[src/rtl/lib_cpu_pkg.sv]
// lib_cpu: opcode enumeration and nibble table shared by the instruction
// encoder (loader side) and the decoder, plus the loader state type.
// Optional build macro: PROG_LOADER_PAD_EN (adds the PAD loader state).
package lib_cpu;

   typedef enum logic [3:0] {
      MOV_A_B,
      MOV_B_A,
      MOV_A_IMM,
      MOV_B_IMM,
      IN_A,
      IN_B,
      OUT_B,
      OUT_IMM,
      ADD_A_IMM,
      ADD_B_IMM,
      JMP_IMM,
      JNC_IMM,
      INVALID
   } opecode_t;

   localparam logic [3:0] NIB_MOV_A_B   = 4'b0001;
   localparam logic [3:0] NIB_MOV_B_A   = 4'b0100;
   localparam logic [3:0] NIB_MOV_A_IMM = 4'b0011;
   localparam logic [3:0] NIB_MOV_B_IMM = 4'b0111;
   localparam logic [3:0] NIB_IN_A      = 4'b0010;
   localparam logic [3:0] NIB_IN_B      = 4'b0110;
   localparam logic [3:0] NIB_OUT_B     = 4'b1001;
   localparam logic [3:0] NIB_OUT_IMM   = 4'b1011;
   localparam logic [3:0] NIB_ADD_A_IMM = 4'b0000;
   localparam logic [3:0] NIB_ADD_B_IMM = 4'b0101;
   localparam logic [3:0] NIB_JMP_IMM   = 4'b1111;
   localparam logic [3:0] NIB_JNC_IMM   = 4'b1110;

   typedef enum logic [2:0] {
      ST_IDLE,
      ST_LOAD,
      ST_FIN,
      ST_ERR
`ifdef PROG_LOADER_PAD_EN
      ,
      ST_PAD
`endif
   } loader_state_t;

endpackage

[src/rtl/prog_loader_inst_encoder.sv]
// inst_encoder: combinational OPECODE + imm -> 8-bit instruction word.
// Register-only ops carry a zero immediate; unknown codes raise invalid.
module inst_encoder
   import lib_cpu::*;
(
   input  logic     [3:0] imm,
   input  opecode_t       opecode,
   output logic     [7:0] word,
   output logic           invalid
);

   // Opcode table lookup; lower nibble masked for non-immediate ops
   always_comb begin
      word    = '0;
      invalid = 1'b0;
      case (opecode)
         MOV_A_B:   word = {NIB_MOV_A_B,   4'b0000};
         MOV_B_A:   word = {NIB_MOV_B_A,   4'b0000};
         MOV_A_IMM: word = {NIB_MOV_A_IMM, imm};
         MOV_B_IMM: word = {NIB_MOV_B_IMM, imm};
         IN_A:      word = {NIB_IN_A,      4'b0000};
         IN_B:      word = {NIB_IN_B,      4'b0000};
         OUT_B:     word = {NIB_OUT_B,     4'b0000};
         OUT_IMM:   word = {NIB_OUT_IMM,   imm};
         ADD_A_IMM: word = {NIB_ADD_A_IMM, imm};
         ADD_B_IMM: word = {NIB_ADD_B_IMM, imm};
         JMP_IMM:   word = {NIB_JMP_IMM,   imm};
         JNC_IMM:   word = {NIB_JNC_IMM,   imm};
         default:   invalid = 1'b1;
      endcase
   end

endmodule

[src/rtl/prog_loader.sv]
// prog_loader: accepts (opcode, imm) pairs over valid/ready, encodes them
// and writes program memory sequentially from address 0 while holding the CPU.
// Optional build macro: PROG_LOADER_PAD_EN (fill unused words with JMP-to-self).
module prog_loader
   import lib_cpu::*;
#(
   parameter int unsigned ADDR_W = 4
) (
   input  logic              clk,
   input  logic              rst,
   input  logic              start,
   input  logic              in_valid,
   output logic              in_ready,
   input  opecode_t          in_opecode,
   input  logic [3:0]        in_imm,
   input  logic              in_last,
   output logic              mem_we,
   output logic [ADDR_W-1:0] mem_addr,
   output logic [7:0]        mem_wdata,
   output logic              cpu_hold,
   output logic              done,
   output logic              error
);

   localparam logic [ADDR_W-1:0] PTR_TOP = '1;

   loader_state_t     state_q, state_d;
   logic [ADDR_W-1:0] ptr_q, ptr_d;
   logic              pend_q, pend_d;
   logic              mem_we_q, mem_we_d;
   logic [ADDR_W-1:0] mem_addr_q, mem_addr_d;
   logic [7:0]        mem_wdata_q, mem_wdata_d;
   logic              error_q, error_d;
   logic [7:0]        enc_word;
   logic              enc_invalid;

   inst_encoder u_enc (
      .imm     (in_imm),
      .opecode (in_opecode),
      .word    (enc_word),
      .invalid (enc_invalid)
   );

   // State, pointer and registered memory write port
   always_ff @(posedge clk) begin
      if (rst) begin
         state_q     <= ST_IDLE;
         ptr_q       <= '0;
         pend_q      <= 1'b0;
         mem_we_q    <= 1'b0;
         mem_addr_q  <= '0;
         mem_wdata_q <= '0;
         error_q     <= 1'b0;
      end else begin
         state_q     <= state_d;
         ptr_q       <= ptr_d;
         pend_q      <= pend_d;
         mem_we_q    <= mem_we_d;
         mem_addr_q  <= mem_addr_d;
         mem_wdata_q <= mem_wdata_d;
         error_q     <= error_d;
      end
   end

   // Next-state and handshake decode; pend marks the final write in flight,
   // so FIN (done) lands one cycle after that write with mem_we already low
   always_comb begin
      state_d     = state_q;
      ptr_d       = ptr_q;
      pend_d      = pend_q;
      mem_we_d    = 1'b0;
      mem_addr_d  = mem_addr_q;
      mem_wdata_d = mem_wdata_q;
      error_d     = error_q;
      in_ready    = 1'b0;
      cpu_hold    = 1'b1;
      done        = 1'b0;
      case (state_q)
         ST_IDLE: begin
            cpu_hold = 1'b0;
            if (start) begin
               state_d = ST_LOAD;
               ptr_d   = '0;
               pend_d  = 1'b0;
               error_d = 1'b0;
            end
         end
         ST_LOAD: begin
            in_ready = !pend_q;
            if (pend_q) begin
               pend_d = 1'b0;
`ifdef PROG_LOADER_PAD_EN
               // pointer wrapped to 0 only when the top address was written
               state_d = (ptr_q != '0) ? ST_PAD : ST_FIN;
`else
               state_d = ST_FIN;
`endif
            end else if (in_valid) begin
               if (enc_invalid) begin
                  error_d = 1'b1;
                  state_d = ST_ERR;
               end else begin
                  mem_we_d    = 1'b1;
                  mem_addr_d  = ptr_q;
                  mem_wdata_d = enc_word;
                  ptr_d       = ptr_q + ADDR_W'(1);
                  pend_d      = in_last || (ptr_q == PTR_TOP);
               end
            end
         end
`ifdef PROG_LOADER_PAD_EN
         ST_PAD: begin
            if (pend_q) begin
               pend_d  = 1'b0;
               state_d = ST_FIN;
            end else begin
               mem_we_d    = 1'b1;
               mem_addr_d  = ptr_q;
               mem_wdata_d = {NIB_JMP_IMM, 4'(ptr_q)};
               ptr_d       = ptr_q + ADDR_W'(1);
               pend_d      = (ptr_q == PTR_TOP);
            end
         end
`endif
         ST_FIN: begin
            done    = 1'b1;
            state_d = ST_IDLE;
         end
         ST_ERR: begin
            if (start) begin
               state_d = ST_LOAD;
               ptr_d   = '0;
               pend_d  = 1'b0;
               error_d = 1'b0;
            end
         end
         default: state_d = ST_IDLE;
      endcase
   end

   assign mem_we    = mem_we_q;
   assign mem_addr  = mem_addr_q;
   assign mem_wdata = mem_wdata_q;
   assign error     = error_q;

endmodule

[config.mk]
export PLATFORM = sky130hd
export DESIGN_NAME = prog_loader
export DESIGN_NICKNAME = d
export VERILOG_FILES = /design/src/rtl/lib_cpu_pkg.sv /design/src/rtl/prog_loader_inst_encoder.sv /design/src/rtl/prog_loader.sv
export SDC_FILE = /design/constraint.sdc
export NUM_CORES = 1
export LEC_CHECK = 0
export BUFFER_PORTS_ARGS = -buffer_cell sky130_fd_sc_hd__buf_2
export CELL_PAD_IN_SITES_DETAIL_PLACEMENT = 0
export CELL_PAD_IN_SITES_GLOBAL_PLACEMENT = 1
export CORE_MARGIN = 3
export CORE_UTILIZATION = 36
export CTS_CLUSTER_DIAMETER = 120
export DETAILED_ROUTE_END_ITERATION = 12
export GPL_TIMING_DRIVEN = 1
export PLACE_DENSITY_LB_ADDON = 0.15
export RECOVER_POWER = 100
export SLEW_MARGIN = 20
export SYNTH_ARGS = -nofsm -noshare
export SYNTH_HDL_FRONTEND = slang
export SYNTH_SLANG_ARGS = --single-unit
[constraint.sdc]
create_clock -name clk -period 2.2 [get_ports clk]
set_input_delay 0.22 -clock clk [delete_from_list [all_inputs] [get_ports clk]]
set_output_delay 0.22 -clock clk [all_outputs]
set_load 0.02 [all_outputs]
==> impl_metrics.py <==
metrics = {
    "run_status": {
        "status": "finished, final reports clean",
    },
    "die": {
        "ios": 30,
        "die_w_microns": 59.1,
        "start_util": 0.395,
        "die_h_microns": 59.1,
        "rows": 18,
        "core_area_sq_um": 2570,
        "fp.dieArea_sq_um": 3490,
    },
    "job": {
        "maxCapViolations": 0,
    },
    "synthesis": {
        "yosysWarnings": 0,
        "synth_top_cell_area_share": 0.415,
        "ys_top_cells_by_area": "dfxtp_1 41%, a21oi_1 8.9%, nand2_1 5.2%",
        "ys_seq_elements": 21,
        "synth_seq_area_share": 0.415,
        "synth_fa_ha_area_frac": 0.0494,
        "synth_area_sq_um": 1010,
        "synth_edf_count": 0,
        "synth_top_family_by_area": "simple AND/OR/NAND/NOR gates",
        "ys_types": 30,
        "synth-xor-area-share": 0.00864,
        "synth_mux_area_frac": 0.0531,
        "synth_simple_gate_area_frac": 0.228,
        "synthArstFlopShare": 0,
        "netlist_instances": 123,
        "synth-compound-area-share": 0.186,
        "synth_top_area_cell": "dfxtp_1",
        "synth_nets": 140,
        "avgSynthCellArea_sq_um": 8.24,
        "ys.flop_type": "dfxtp_1",
    },
    "global_routing": {
        "track_usage": 0.131,
        "grt_pass1_wl_microns": 3550,
        "first_global_vias": 808,
        "grt_max_degree": 22,
        "grt_antenna_before_repair": 0,
        "grt_overflow_total": 0,
    },
    "sta": {
        "finClkSkew_ns": 0.00450,
        "finalCriticalPeriod_ns": 1.85,
        "clock.fmax_ghz": 0.542,
        "fin_crit_sh": 0.839,
        "rsz0062_at_grt": "no",
        "slew_headroom": 0.643,
        "tightest_slew_ns": 0.536,
        "finalHoldViolations": 0,
        "slew_viol_final": 0,
        "setup_violations": 0,
        "tns_ns": 0,
    },
    "placed_design": {
        "gp_congestion": 0.771,
        "hpwl_microns": 1580,
        "dp.cells": 175,
        "port_buffers": 29,
    },
    "detailed_routing": {
        "drc": 0,
        "wirelength_microns": 2170,
        "drt_iter0_markers": 25,
        "vias": 914,
        "wl_per_cell_microns": 12.1,
        "dr.pass1.iters": 4,
        "ant_nets": 0,
        "via_per_inst": 5.11,
    },
    "clock_network": {
        "root_buffer": "clkbuf_4",
        "cts_tree": "built",
        "postCtsSetupBuffers": 0,
        "cts_buffers": 3,
        "cts_max_path_buffers": 2,
        "cts.sinks": 21,
        "h-tree-depth": 1,
        "cts-resized-gates": 0,
        "cts-hold-fix-buffers": 0,
        "clk_latency_ns": 0.30,
        "path_clk_slew_ns": 0.12,
    },
    "cells_and_area": {
        "final_cell_count_no_fill": 179,
        "final_common_cell": "dfxtp_1",
        "final_cell_mix": "21 x dfxtp_1, 18 x a21oi_1, 18 x clkbuf_1",
        "diodes": 0,
        "drive_gt1_frac": 0.128,
        "layout.nets": 167,
        "area_delta_synth_final_pct": 14.9,
    },
    "setup_path": {
        "cp.arrival_ns": 2.03,
        "crit_start": "state_q[0]",
        "worstPathRequired_ns": 2.38,
        "worstReg2RegEnd": "ptr_q[3]",
        "critPathKind": "reg2reg",
        "cp-endpoint": "ptr_q[3]",
        "r2r_cells": 6,
        "cp_max_fo": 7,
        "regToRegStartpoint": "state_q[0]",
        "start_kind": "register",
        "end_kind": "register",
        "r2r_slack_ns": 0.35,
    },
    "power_and_ir_drop": {
        "leakage_nw": 0.448,
        "ir_drop_uv": 510,
        "power_density_nw_per_um2": 945,
    },
    "worst_hold_path": {
        "min-delay-path-class": "in2reg",
    },
}
cells in the mapped netlist (all sizes together) (2+ instances only):
cell / instances
a211oi: 5
a21oi: 18
and3: 2
buf: 4
clkbuf: 4
dfxtp: 21
ha: 4
inv: 6
mux2i: 5
nand2: 14
nand2b: 6
nand3: 9
nand3b: 2
nor2: 11
logic make-up after synthesis:
| kind of cell | count (synthesis) |
|---|---|
| AND/OR/NAND/NOR | 48 |
| flip-flops | 21 |
| adder cells (fa/ha/maj) | 4 |
| multiplexers | 5 |
| XOR/XNOR | 1 |
| buffers and inverters | 14 |
| AO/OA/AOI/OAI | 30 |
metal layers:
metal,share of wire,GRT usage
met1,0.46,0.163
met5,0,0
met3,0.066,0.0392
met4,0.011,0.0485
met2,0.46,0.215
area by class of cell:
class / instances / area [sq um]
Clock inverter: 1 / 5.00
Fill cell: 286 / 1400
Clock buffer: 3 / 22.5
Multi-Input combinational cell: 88 / 529
Sequential cell: 21 / 420
Inverter: 6 / 22.5
Tap cell: 30 / 37.5
Timing Repair Buffer: 30 / 128
power by group:
group / internal, mW / total, mW / switching [mW]
logic: 0.166 / 0.462 / 0.296
clock network: 0.0678 / 0.182 / 0.115
registers: 0.426 / 0.457 / 0.0306
critical path, stage by stage (launching register included):
cell and delay (ns):
dfxtp_1 0.38, inv_1 0.08, ha_1 0.33, mux2i_1 0.18, a211oi_2 0.46, mux2i_1 0.23
a21oi_1 0.08
registers in the layout (all words and copies together) (netlist names):
register / count
mem_wdata: 8
state_q: 2
pend_q: 1
ptr_q: 4
mem_we: 1
mem_addr: 4
error: 1
through the flow:
| step | power [mW] | setup WS (ns) | utilization | area (sq um) | hold slack, ns |
|---|---|---|---|---|---|
| 6_report | 1.10 | 0.355 | 0.454 | 1160 | 0.156 |
| 5_1_grt | 1.19 | 0.188 | 0.454 | 1160 | 0.154 |
| 4_1_cts | 1.15 | 0.344 | 0.465 | 1190 | 0.142 |
| 3_5_place_dp | 0.965 | 0.374 | 0.454 | 1170 | 0.441 |
| 3_3_place_gp | 0.964 | 0.390 | 0.454 | 1170 | 0.436 |
| 2_1_floorplan | 0.842 | 0.549 | - | 1010 | 0.299 |
worst min path at each step:
stage | startpoint | endpoint | slack [ns] | cells past startpoint
global route | in_imm[1] | mem_wdata[1] | 0.15 | 3
global placement | mem_wdata[2] | mem_wdata[2] | 0.44 | 2
floorplan | rst | state_q[1] | 0.30 | 1
CTS | in_imm[2] | mem_wdata[2] | 0.14 | 3
finish | in_imm[2] | mem_wdata[2] | 0.16 | 3
detailed placement | mem_wdata[2] | mem_wdata[2] | 0.44 | 2
Note: power is estimated with default switching activity, not from simulation.
